<file path="src/rtl/control_word_sequencer_pkg.sv">
// Shared definitions for the control-word sequencer: the field layout of the
// decoder control word, the datapath word widths and the sequencer FSM encoding.
package control_word_sequencer_pkg;

    localparam int CW_W = 31;
    localparam int K_W  = 64;

    // Control word layout, MSB first:
    // {Psel, DA, SA, SB, Fsel, regW, ramW, EN_MEM, EN_ALU, EN_B, EN_PC, Bsel, PCsel, SL}
    localparam int PSEL_LSB   = 29;
    localparam int PSEL_W     = 2;
    localparam int DA_LSB     = 24;
    localparam int DA_W       = 5;
    localparam int SA_LSB     = 19;
    localparam int SA_W       = 5;
    localparam int SB_LSB     = 14;
    localparam int SB_W       = 5;
    localparam int FSEL_LSB   = 9;
    localparam int FSEL_W     = 5;
    localparam int REGW_BIT   = 8;
    localparam int RAMW_BIT   = 7;
    localparam int EN_MEM_BIT = 6;
    localparam int EN_ALU_BIT = 5;
    localparam int EN_B_BIT   = 4;
    localparam int EN_PC_BIT  = 3;
    localparam int BSEL_BIT   = 2;
    localparam int PCSEL_BIT  = 1;
    localparam int SL_BIT     = 0;

    localparam logic [PSEL_W-1:0] PSEL_HOLD = 2'b00;

    typedef enum logic [1:0] {
        ST_IDLE   = 2'd0,
        ST_DECODE = 2'd1,
        ST_ISSUE  = 2'd2
    } seq_state_e;

endpackage

</file>
<file path="src/rtl/control_word_sequencer_cw_output_mask.sv">
// Turns an idle control word into a harmless bubble: PC held, no register,
// memory or PC writes. A live word passes through untouched.
module cw_output_mask
    import control_word_sequencer_pkg::*;
(
    input  logic [CW_W-1:0] cw_in,
    input  logic            cw_valid,
    output logic [CW_W-1:0] cw_out
);

    always_comb begin
        cw_out = cw_in;
        if (!cw_valid) begin
            cw_out[PSEL_LSB +: PSEL_W] = PSEL_HOLD;
            cw_out[REGW_BIT]           = 1'b0;
            cw_out[RAMW_BIT]           = 1'b0;
            cw_out[EN_PC_BIT]          = 1'b0;
        end
    end

endmodule

</file>
<file path="src/rtl/control_word_sequencer.sv">
// Sequences fetched instructions through the combinational decoders and issues
// one registered micro-op at a time to the datapath over valid/ready.
module control_word_sequencer
    import control_word_sequencer_pkg::*;
#(
    parameter int MAX_STEPS = 4,
    parameter int CNT_W     = 32
) (
    input  logic             clock,
    input  logic             reset,
    input  logic             instr_valid,
    input  logic [31:0]      instr,
    output logic             instr_ready,
    output logic [31:0]      dec_instruction,
    output logic [1:0]       dec_state,
    input  logic [30:0]      dec_control_word,
    input  logic [1:0]       dec_next_state,
    input  logic [63:0]      dec_k,
    output logic [30:0]      cw_out,
    output logic [63:0]      k_out,
    output logic             cw_valid,
    input  logic             cw_ready,
    input  logic             flush,
    output logic             seq_err,
    output logic [CNT_W-1:0] issue_count
);

    localparam logic [2:0] STEP_LIMIT = 3'(MAX_STEPS);

    seq_state_e       state_q, state_d;
    logic [31:0]      ir_q, ir_d;
    logic [1:0]       step_q, step_d;
    logic [CW_W-1:0]  cw_q, cw_d;
    logic [K_W-1:0]   k_q, k_d;
    logic [1:0]       next_q, next_d;
    logic [2:0]       steps_done_q, steps_done_d;
    logic             seq_err_q, seq_err_d;
    logic [CNT_W-1:0] issue_count_q, issue_count_d;

    // Ready is forced low while reset is held so fetch never sees a handshake
    // against a sequencer that cannot capture it.
    assign instr_ready     = (state_q == ST_IDLE) && reset;
    assign cw_valid        = (state_q == ST_ISSUE);
    assign dec_instruction = ir_q;
    assign dec_state       = step_q;
    assign k_out           = k_q;
    assign seq_err         = seq_err_q;
    assign issue_count     = issue_count_q;

    always_comb begin
        // NOTE: every _d starts from its _q so no path through the case can infer a latch.
        state_d       = state_q;
        ir_d          = ir_q;
        step_d        = step_q;
        cw_d          = cw_q;
        k_d           = k_q;
        next_d        = next_q;
        steps_done_d  = steps_done_q;
        seq_err_d     = seq_err_q;
        issue_count_d = issue_count_q;

        unique case (state_q)
            ST_IDLE: begin
                if (instr_valid) begin
                    ir_d         = instr;
                    step_d       = 2'd0;
                    steps_done_d = 3'd0;
                    state_d      = ST_DECODE;
                end
            end
            ST_DECODE: begin
                if (flush) begin
                    state_d = ST_IDLE;
                end else begin
                    cw_d    = dec_control_word;
                    k_d     = dec_k;
                    next_d  = dec_next_state;
                    state_d = ST_ISSUE;
                end
            end
            ST_ISSUE: begin
                // An accept that coincides with flush still reached the datapath.
                if (cw_ready) begin
                    issue_count_d = issue_count_q + 1'b1;
                    steps_done_d  = steps_done_q + 3'd1;
                end
                if (flush) begin
                    state_d = ST_IDLE;
                end else if (cw_ready) begin
                    if (next_q == 2'd0) begin
                        state_d = ST_IDLE;
                    end else if (steps_done_q + 3'd1 == STEP_LIMIT) begin
                        seq_err_d = 1'b1;
                        state_d   = ST_IDLE;
                    end else begin
                        step_d  = next_q;
                        state_d = ST_DECODE;
                    end
                end
            end
            default: state_d = ST_IDLE;
        endcase
    end

    always_ff @(posedge clock or negedge reset) begin
        if (!reset) begin
            state_q       <= ST_IDLE;
            ir_q          <= '0;
            step_q        <= '0;
            cw_q          <= '0;
            k_q           <= '0;
            next_q        <= '0;
            steps_done_q  <= '0;
            seq_err_q     <= 1'b0;
            issue_count_q <= '0;
        end else begin
            // NOTE: non-blocking so every flop samples the pre-edge value of its _d.
            state_q       <= state_d;
            ir_q          <= ir_d;
            step_q        <= step_d;
            cw_q          <= cw_d;
            k_q           <= k_d;
            next_q        <= next_d;
            steps_done_q  <= steps_done_d;
            seq_err_q     <= seq_err_d;
            issue_count_q <= issue_count_d;
        end
    end

    cw_output_mask u_cw_output_mask (
        .cw_in    (cw_q),
        .cw_valid (cw_valid),
        .cw_out   (cw_out)
    );

endmodule
</file>
<file path="config.mk">
export PLATFORM = sky130hd
export DESIGN_NAME = control_word_sequencer
export DESIGN_NICKNAME = d
export VERILOG_FILES = /design/src/rtl/control_word_sequencer_pkg.sv /design/src/rtl/control_word_sequencer_cw_output_mask.sv /design/src/rtl/control_word_sequencer.sv
export SDC_FILE = /design/constraint.sdc
export NUM_CORES = 1
export LEC_CHECK = 0
export ABC_AREA = 1
export ABC_CLOCK_PERIOD_IN_PS = 1390
export BUFFER_PORTS_ARGS = -buffer_cell sky130_fd_sc_hd__buf_4
export CAP_MARGIN = 20
export CORE_MARGIN = 1
export CORE_UTILIZATION = 32
export DETAILED_ROUTE_END_ITERATION = 6
export SYNTH_ARGS = -nofsm -noshare
export SYNTH_HDL_FRONTEND = slang
export SYNTH_SLANG_ARGS = --single-unit
</file>
<file path="constraint.sdc">
create_clock -name clock -period 1.39 [get_ports clock]
set_input_delay 0.0695 -clock clock [delete_from_list [all_inputs] [get_ports clock]]
set_output_delay 0.0695 -clock clock [all_outputs]
set_load 0.05 [all_outputs]
</file>
==> impl_metrics.csv, run 1 <==
group,metric,value,unit
critical_path,crit-reg2reg-launch,"state_q[0]",
timing,worst-slew-pin-transition,0.352,ns
die,initial_core_util,0.326,
logic_synthesis,yosys_warnings,0,
route,drt_iter0_drc,238,
timing,max_clock_freq,656,MHz
route,first_pass_iters,4,
logic_synthesis,synth_ff_type,"dfrtp_1",
logic_synthesis,netlist_top_cells_area,"dfrtp_1 57%, mux2_2 13%, mux2_4 7.1%, nand2_1 5.4%, inv_1 2.9%",
die,core.rowCount,55,
cells_and_area,fin_nets,1222,
critical_path,ff2ff_setup_slack,-0.13,ns
die,coreArea,0.0226,mm²
clock_network,clock_latency,0.43,ns
timing,worst_slack,-0.134,ns
global_routing,grt_pass1_wl,33.5,mm
clock_network,cts_root_buffer,"clkbuf_16",
logic_synthesis,yosysUniqueCellTypes,25,
logic_synthesis,yosysTopAreaCell,"dfrtp_1",
job,cap_violations,0,
clock_network,cts_tree,"yes",
clock_network,htreeDepth,4,
global_routing,grt_pass1_vias,6447,
status,violations,"negative setup slack",
cells_and_area,drive_above_1_share,0.515,
critical_path,crit_required,1.70,ns
die,chipWidth,154,µm
route,ant_nets,0,
logic_synthesis,yosys_register_bits,169,
timing,hold_slack,0.0609,ns
logic_synthesis,synthTopCellsByCount,"169 x dfrtp_1, 107 x nand2_1, 87 x mux2_2",
critical_path,r2r_cells,5,
logic_synthesis,avgSynthCellArea,11.8,µm²
cells_and_area,synthToLayoutAreaGrowth,68.1,%
logic_synthesis,synth_edf_count,0,
logic_synthesis,async_reset_ff_frac,1.00,
route,routed_wl,21.4,mm
critical_path,crit_slowest_cell,"dfrtp_1",
global_routing,grt_overflow,0,
timing,timing.final.crit_share,1.10,
critical_path,cp-end-kind,"flop",
logic_synthesis,synthCells,625,
die,die_h,154,µm
critical_path,cpPeakStageDelay,0.41,ns
critical_path,path_cells,"inv_2 -> nor2_1 -> nand2_4 -> buf_16 -> mux2_2",
global_routing,grt_use_total,0.180,
global_routing,antenna_found_initial,0,
clock_network,cts_buffers,17,
logic_synthesis,seq_area_frac_synth,0.574,
status,status,"complete, but fails checks",
timing,finalSetupViolations,118,
timing,rsz0062_at_grt,"true",
timing,layout_min_cycle_time,1.52,ns
timing,maxSlewHeadroom,0.764,
clock_network,cts_max_path_buffers,2,
route,drc,0,
timing,slew_viol_final,0,
critical_path,worstPathArrival,1.83,ns
global_routing,grt_max_degree,52,
logic_synthesis,synth_top_area_frac,0.574,
cells_and_area,diodes,0,
critical_path,path_max_fanout,40,
timing,finClkSkew,0.0146,ns
place,dp_hpwl,14.1,mm
place,place.gp.congestion,0.841,
die,design.die.area,0.0237,mm²
die,num_io_pins,298,
power,peakVddDrop,2.17,mV
route,viasPerCell,4.46,
logic_synthesis,synth_most_common_cell,"dfrtp_1",
critical_path,worstSetupStartpointType,"flop",
route,vias,6169,
place,io_buffers,297,
critical_path,crit_type,"flop to flop",
clock_network,numClockSinks,169,
critical_path,reg2reg_to,"k_out[26]",
power,total_power,28.0,mW
logic_synthesis,syn_area,0.00737,mm²
timing,finalHoldViolations,0,
power,p_leak,6.16,nW
cells_and_area,final_util,0.547,
clock_network,clkTransAtPathRegs,0.08,ns
route,wl_per_cell,15.5,µm
hold_path,hold_class,"input port to async pin",
logic_synthesis,syn_nets,762,
power,power_density,2260,mW/mm²
critical path: cells and delay by family (launching register included):
family	cells	cell delay, ns
buf+inv	2	0.34
flops	1	0.41
simple gates	2	0.25
mux	1	0.37
stage by stage:
step | TNS [ns] | area (µm²) | cells | worst slack (ns)
4_1_cts | -5.54 | 12100 | 1373 | -0.105
6_report | -9.78 | 12400 | 1383 | -0.134
3_3_place_gp | -3.56 | 10100 | 1207 | -0.0676
2_1_floorplan | -1.35 | 7440 | 625 | -0.158
3_5_place_dp | -5.42 | 10100 | 1207 | -0.107
5_1_grt | -18.90 | 12400 | 1383 | -0.205
cells by family after synthesis:
family | after synthesis | synth area share
compound gates | 18 | 0.0134
xor+xnor | 16 | 0.0190
fa+ha+maj | 3 | 0.00509
buf+inv | 98 | 0.0703
flops | 169 | 0.574
mux | 122 | 0.204
simple gates | 199 | 0.115
state kept, by name (all words and copies together) (netlist names):
name             flops
next_q               2
cw_q                31
issue_count         32
steps_done_q         3
k_out               64
seq_err              1
dec_instruction     32
dec_state            2
state_q              2
layout make-up:
class	count	area (µm²)
Fill cell	1916	10200
Timing Repair Buffer	482	4170
Inverter	57	214
Tap cell	285	357
Clock buffer	18	429
Sequential cell	169	4250
Clock inverter	14	126
Multi-Input combinational cell	358	2850
layout by cell type (no fill, tap or decap), types with 15 or more instances in the layout:
master         count
inv_1             54
buf_6             15
mux2_4            38
buf_4            323
dfrtp_1          149
nand4_1           16
dfrtp_2           20
dlygate4sd3_1    132
mux2_2            84
nand2_1           97
nor2_1            36
clkbuf_16         19
power breakdown:
group / internal (mW) / switching (mW)
Clock: 2.38 / 2.24
Sequential: 6.96 / 1.17
Combinational: 5.59 / 9.64
Total: 14.9 / 13.1
how the worst max path moves through the flow:
stage                               from              end  cells past startpoint
after floorplan           issue_count[1]  issue_count[18]                      6
after global placement    issue_count[1]  issue_count[18]                      6
after detailed placement      state_q[0]         cw_q[21]                      5
after CTS                     state_q[0]       cw_out[30]                      5
after global routing          state_q[0]  issue_count[16]                      7
final                         state_q[0]        k_out[26]                      5
metal layers:
metal | share of wire | track usage
met2 | 0.51 | 0.314
met5 | 0 | 0
met3 | 0.060 | 0.0502
met1 | 0.42 | 0.219
met4 | 0.012 | 0.0438
timing repair:
item	4_1_cts	5_1_grt
pin swaps	5	8
setup buffers	2	8
hold buffers	132	0
hold endpoints to repair	300	0
endpoints found under the setup margin	138	136
cloned	0	2
resized for setup	39	39
Power figures use the tool's default switching activity.
==> inputs of run 2 (changes only) <==
- ABC_AREA: 1 -> default
==> impl_metrics.csv, run 2 <==
group,metric,value,unit
critical_path,crit_buf_inv,0,
critical_path,crit_family,"simple AND/OR/NAND/NOR gates",
timing,finalHoldViolations,0,
logic_synthesis,synthMuxAreaShare,0.212,
logic_synthesis,async_reset_ff_frac,1.00,
logic_synthesis,synthCells,483,
clock_network,numClockSinks,169,
global_routing,grt_max_degree,89,
power,p_sw,13.0,mW
route,ant_nets,0,
status,violations,"negative setup slack",
logic_synthesis,syn_area,0.00694,mm²
route,wl_per_cell,17.0,µm
status,status,"complete, but fails checks",
power,p_leak,6.55,nW
power,p_int,16.6,mW
timing,slew_viol_final,0,
timing,finalSetupViolations,166,
critical_path,crit_required,1.70,ns
logic_synthesis,yosysUniqueCellTypes,42,
route,viasPerCell,4.51,
route,drc,0,
critical_path,worstPathArrival,1.95,ns
route,drt_iter0_drc,163,
place,place.gp.congestion,0.768,
timing,finClkSkew,0.0150,ns
global_routing,antenna_found_initial,1,
job,cap_violations,0,
global_routing,grt_pass1_vias,6413,
critical_path,cpPeakStageDelay,0.51,ns
die,core.rowCount,53,
logic_synthesis,yosys_register_bits,169,
critical_path,worstSetupStartpointType,"flop",
logic_synthesis,netlist_top_cells_area,"dfrtp_1 61%, mux2_2 21%, buf_4 2.8%, xnor2_1 2.4%, xor2_1 1.6%",
critical_path,crit-reg2reg-launch,"state_q[0]",
logic_synthesis,synth_simple_gate_area_share,0.0793,
logic_synthesis,synthXorXnorAreaFrac,0.0404,
power,power_density,2260,mW/mm²
global_routing,grt_use_total,0.197,
timing,worst-slew-pin-transition,0.482,ns
clock_network,cts_buffers,17,
cells_and_area,fin_cells,1277,
hold_path,worstHoldPathCells,3,
place,placedCellCount,1081,
route,routed_wl,21.6,mm
power,peakVddDrop,2.02,mV
global_routing,grt_pass1_wl,33.7,mm
logic_synthesis,synth_most_common_cell,"dfrtp_1",
die,initial_core_util,0.328,
timing,fin_tns_setup,-25.45,ns
cells_and_area,final_common_cell,"buf_4",
logic_synthesis,synth_ff_type,"dfrtp_1",
power,clock_power_share,0.172,
logic_synthesis,synth_top_area_frac,0.609,
clock_network,cts_tree,"yes",
hold_path,holdPathEnd,"issue_count[0]",
logic_synthesis,yosysTopAreaCell,"dfrtp_1",
timing,worst_slack,-0.256,ns
cells_and_area,synthToLayoutAreaGrowth,88.8,%
cells_and_area,fin_nets,1125,
logic_synthesis,avgSynthCellArea,14.4,µm²
timing,max_clock_freq,608,MHz
power,p_sw_frac,0.440,
die,design.die.area,0.0223,mm²
die,num_io_pins,298,
place,io_buffers,297,
critical_path,path_max_fanout,5,
clock_network,clkTransAtPathRegs,0.06,ns
logic_synthesis,syn_nets,620,
cells_and_area,largest_reg_flops,64,
route,first_pass_iters,6,
cells_and_area,drive_above_1_share,0.635,
critical_path,path_cells,"nand4b_4 -> or2_4 -> or4_4 -> xnor2_1",
hold_path,hold_class,"input port to flop",
timing,layout_min_cycle_time,1.65,ns
logic_synthesis,synth_top_family_by_area,"multiplexers",
hold_path,worstHoldStart,"cw_ready",
critical_path,crit_type,"flop to flop",
power,total_power,29.6,mW
critical_path,reg2reg_to,"issue_count[21]",
cells_and_area,final_util,0.620,
clock_network,cts_max_path_buffers,2,
logic_synthesis,yosys_warnings,0,
cells_and_area,mostFrequentLayoutCells,"353 x buf_4, 147 x dfrtp_1, 132 x dlygate4sd3_1",
clock_network,clock_latency,0.43,ns
timing,rsz0062_at_grt,"true",
power,seqPwrFrac,0.278,
logic_synthesis,synth_compound_area_frac,0.00811,
critical_path,ff2ff_setup_slack,-0.26,ns
route,vias,5754,
clock_network,cts_root_buffer,"clkbuf_16",
power,p_comb_frac,0.550,
critical_path,cp-end-kind,"flop",
die,chipWidth,149,µm
timing,maxSlewHeadroom,0.679,
critical_path,r2r_cells,4,
critical_path,crit_slowest_cell,"or4_4",
logic_synthesis,synthTopCellsByCount,"169 x dfrtp_1, 129 x mux2_2, 26 x buf_4",
timing,timing.final.crit_share,1.18,
die,coreArea,0.0212,mm²
logic_synthesis,synthAdderAreaFrac,0.00541,
global_routing,grt_overflow,0,
logic_synthesis,synth_edf_count,0,
place,dp_hpwl,13.7,mm
clock_network,htreeDepth,4,
logic_synthesis,seq_area_frac_synth,0.609,
die,die_h,149,µm
[run 2: cell count changes in the layout (fill, tap and decap cells not counted), sizes merged, moves of 9 or more]
| cell | before | now |
|---|---|---|
| nand2 | 107 | 24 |
| inv | 68 | 17 |
| buf | 348 | 394 |
| nor2 | 54 | 10 |
| xnor2 | 8 | 19 |
| nand3 | 16 | 6 |
| nand4 | 16 | 7 |
[run 2: worst register-to-register path, cell delays in order, from the launching register on]
cell      delay, ns
dfrtp_2        0.40
nand4b_4       0.21
or2_4          0.26
or4_4          0.51
xnor2_1        0.14
[run 2: what timing repair did]
item | in CTS | in global routing
cloned | 6 | 0
hold endpoints to repair | 299 | 0
gates resized for setup | 82 | 23
setup buffers | 14 | 14
setup endpoints to repair | 166 | 171
pin swaps | 25 | 17
hold buffers | 132 | 0
[run 2: worst max-delay path by stage]
stage | start | endpoint | depth (start not counted)
after floorplan | issue_count[2] | issue_count[21] | 4
after global placement | state_q[0] | issue_count[21] | 4
after detailed placement | state_q[1] | steps_done_q[2] | 6
after CTS | state_q[1] | k_out[45] | 6
after global routing | state_q[1] | cw_out[30] | 5
final | state_q[0] | issue_count[21] | 4
[run 2: cell type report]
type | count | area (µm²)
sequential | 169 | 4260
timing repair buffer | 527 | 4640
clock inverter | 13 | 179
multi-input combinational | 263 | 3200
clock buffer | 19 | 443
fill | 1602 | 8050
inverter | 10 | 37.5
tap | 275 | 344
antenna | 1 | 2.50
[run 2: metal layers]
metal	GRT usage	up-vias	share of wire
met5	0	-	0
met4	0.0735	0	0.022
met3	0.0550	35	0.060
met2	0.337	214	0.51
met1	0.234	2850	0.40
li1	-	2655	-
[run 2: metrics by stage]
step                setup slack (ns)  instance area, µm²  hold WS, ns
floorplan                     -0.339                7590       -0.226
finish                        -0.256               13100       0.0933
global placement              -0.188               10400        0.146
CTS                           -0.272               12900       0.0754
detailed placement            -0.289               10400        0.153
global route                  -0.306               13100        0.117
[run 2: power groups by stage]
stage          Clock (mW)  Combinational, mW  Sequential [mW]
3_5_place_dp            0               15.2             8.18
6_report             5.10               16.3             8.25
5_1_grt              5.44               16.9             8.48
3_3_place_gp            0               15.0             8.18
2_1_floorplan           0               6.00             13.2
4_1_cts              5.23               16.3             8.23
[run 2: logic make-up after synthesis]
group,Yosys count
flops,169
fa+ha+maj,3
simple gates,87
mux,131
compound gates,9
buf+inv,52
xor+xnor,32
==> inputs of run 3 (changes only) <==
--- a/config.mk
+++ b/config.mk
@@ -9,3 +9,2 @@
 export BUFFER_PORTS_ARGS = -buffer_cell sky130_fd_sc_hd__buf_4
-export CAP_MARGIN = 20
 export CORE_MARGIN = 1
@@ -13,2 +12,3 @@
 export DETAILED_ROUTE_END_ITERATION = 6
+export SLEW_MARGIN = 30
 export SYNTH_ARGS = -nofsm -noshare
==> constraint.sdc (replaced) <==
create_clock -name clock -period 1.39 [get_ports clock]
set_input_delay 0 -clock clock [delete_from_list [all_inputs] [get_ports clock]]
set_output_delay 0 -clock clock [all_outputs]
set_load 0.05 [all_outputs]
==> impl_metrics.csv, run 3 (same netlist as run 2, synthesis figures left out) <==
group,metric,value,unit
status,status,"complete, but fails checks",
status,violations,"negative setup slack",
clock_network,cts_root_buffer,"clkbuf_16",
clock_network,htreeDepth,4,
global_routing,antenna_found_initial,2,
timing,max_clock_freq,614,MHz
critical_path,cpPeakStageDelay,0.49,ns
timing,layout_min_cycle_time,1.63,ns
die,initial_core_util,0.328,
cells_and_area,final_common_cell,"buf_4",
critical_path,crit_buf_inv,0,
critical_path,crit_slowest_cell,"or4_4",
die,coreArea,0.0212,mm²
timing,finalHoldViolations,0,
route,viasPerCell,4.42,
timing,rsz0062_at_grt,"true",
cells_and_area,largest_reg_flops,64,
global_routing,grt_pass1_vias,6490,
route,top_layer,"met4",
route,ant_nets,0,
critical_path,path_cells,"nand4b_4 -> or2_4 -> or4_4 -> xnor2_2",
timing,finClkSkew,0.0121,ns
place,dp_hpwl,13.7,mm
timing,worst-slew-pin-transition,0.766,ns
die,core.rowCount,53,
power,p_leak,6.51,nW
critical_path,worstPathArrival,1.94,ns
critical_path,crit_family,"simple AND/OR/NAND/NOR gates",
timing,finalSetupViolations,164,
global_routing,grt_overflow,0,
cells_and_area,mostFrequentLayoutCells,"350 x buf_4, 147 x dfrtp_1, 132 x dlygate4sd3_1",
power,peakVddDrop,1.70,mV
cells_and_area,drive_above_1_share,0.632,
timing,maxSlewHeadroom,0.489,
cells_and_area,fillers,1588,
route,vias,5661,
critical_path,crit_required,1.70,ns
critical_path,crit_type,"flop to flop",
route,routed_wl,21.1,mm
route,first_pass_iters,4,
route,route.met2.wl,10.9,mm
clock_network,clock_latency,0.43,ns
hold_path,hold_class,"input port to async pin",
route,met3_length,1.33,mm
clock_network,cts_tree,"yes",
cells_and_area,multi_input_area,0.00318,mm²
die,design.die.area,0.0223,mm²
timing,slew_viol_final,0,
route,drt_iter0_drc,118,
critical_path,cp-end-kind,"flop",
route,wl_per_cell,16.5,µm
cells_and_area,seq_area,0.00426,mm²
job,cap_violations,0,
place,place.gp.congestion,0.757,
route,met1_length,8.42,mm
clock_network,cts_buffers,17,
power,power_density,2230,mW/mm²
cells_and_area,fin_nets,1128,
critical_path,worstSetupStartpointType,"flop",
cells_and_area,synthToLayoutAreaGrowth,88.7,%
timing,worst_slack,-0.239,ns
cells_and_area,final_util,0.619,
route,drc,0,
place,io_buffers,297,
die,num_io_pins,298,
die,die_h,149,µm
global_routing,grt_max_degree,78,
critical_path,path_max_fanout,5,
die,chipWidth,149,µm
timing,timing.final.crit_share,1.17,
global_routing,grt_pass1_wl,33.0,mm
clock_network,numClockSinks,169,
power,total_power,29.2,mW
clock_network,clkTransAtPathRegs,0.07,ns
clock_network,cts_max_path_buffers,2,
global_routing,grt_use_total,0.192,
run 3: power by group:
| part | leakage (nW) | internal (mW) | switching (mW) |
|---|---|---|---|
| logic | 4.22 | 6.79 | 9.51 |
| clock network | 0.282 | 2.48 | 2.17 |
| registers | 2.01 | 6.94 | 1.34 |
| total | 6.51 | 16.2 | 13.0 |
run 3: per-stage QoR:
stage	area (µm²)	TNS, ns	hold WS (ns)	instances	setup slack [ns]
finish	13100	-21.98	0.170	1281	-0.239
global route	13100	-31.15	0.175	1281	-0.305
CTS	12900	-22.68	0.149	1268	-0.219
detailed placement	10400	-21.14	-0.138	1082	-0.308
global placement	10400	-18.85	-0.143	1082	-0.190
floorplan	7590	-23.71	-0.296	483	-0.339
run 3: routing by layer:
metal  vias to the layer above  GRT usage
met5                         -          0
met4                         0     0.0633
met3                        27     0.0609
met2                       205      0.337
met1                      2774      0.221
li1                       2655          -
run 3: area by class of cell:
type | count | area share
antenna | 2 | 0.000382
clock buffer | 19 | 0.0346
clock inverter | 13 | 0.0102
inverter | 10 | 0.00286
multi-input combinational | 263 | 0.243
sequential | 169 | 0.325
tap | 275 | 0.0263
timing repair buffer | 530 | 0.358
run 3: worst paths after layout:
kind / from / end / slack (ns) / depth (start not counted)
hold / removal: reset / k_out[9] / 0.17 / 3
setup / recovery: state_q[0] / issue_count[21] / -0.24 / 4
min in group clock: instr_valid / dec_instruction[0] / 0.30 / 5
max in group asynchronous: reset / k_out[43] / 0.44 / 3
setup reg to reg: state_q[0] / issue_count[21] / -0.24 / 4
hold reg to reg: issue_count[31] / issue_count[31] / 0.48 / 1
run 3: tightest hold or removal path, cell delays in order:
cell and delay, ns:
dlygate4sd3_1 0.55, buf_6 0.16, buf_12 0.24
run 3: timing repair:
item	in CTS	in global routing
setup buffers	17	13
endpoints found under the hold margin	299	0
hold buffers	133	0
resized for setup	78	32
cloned	5	0
setup endpoints to repair	161	185
pin swaps	17	21
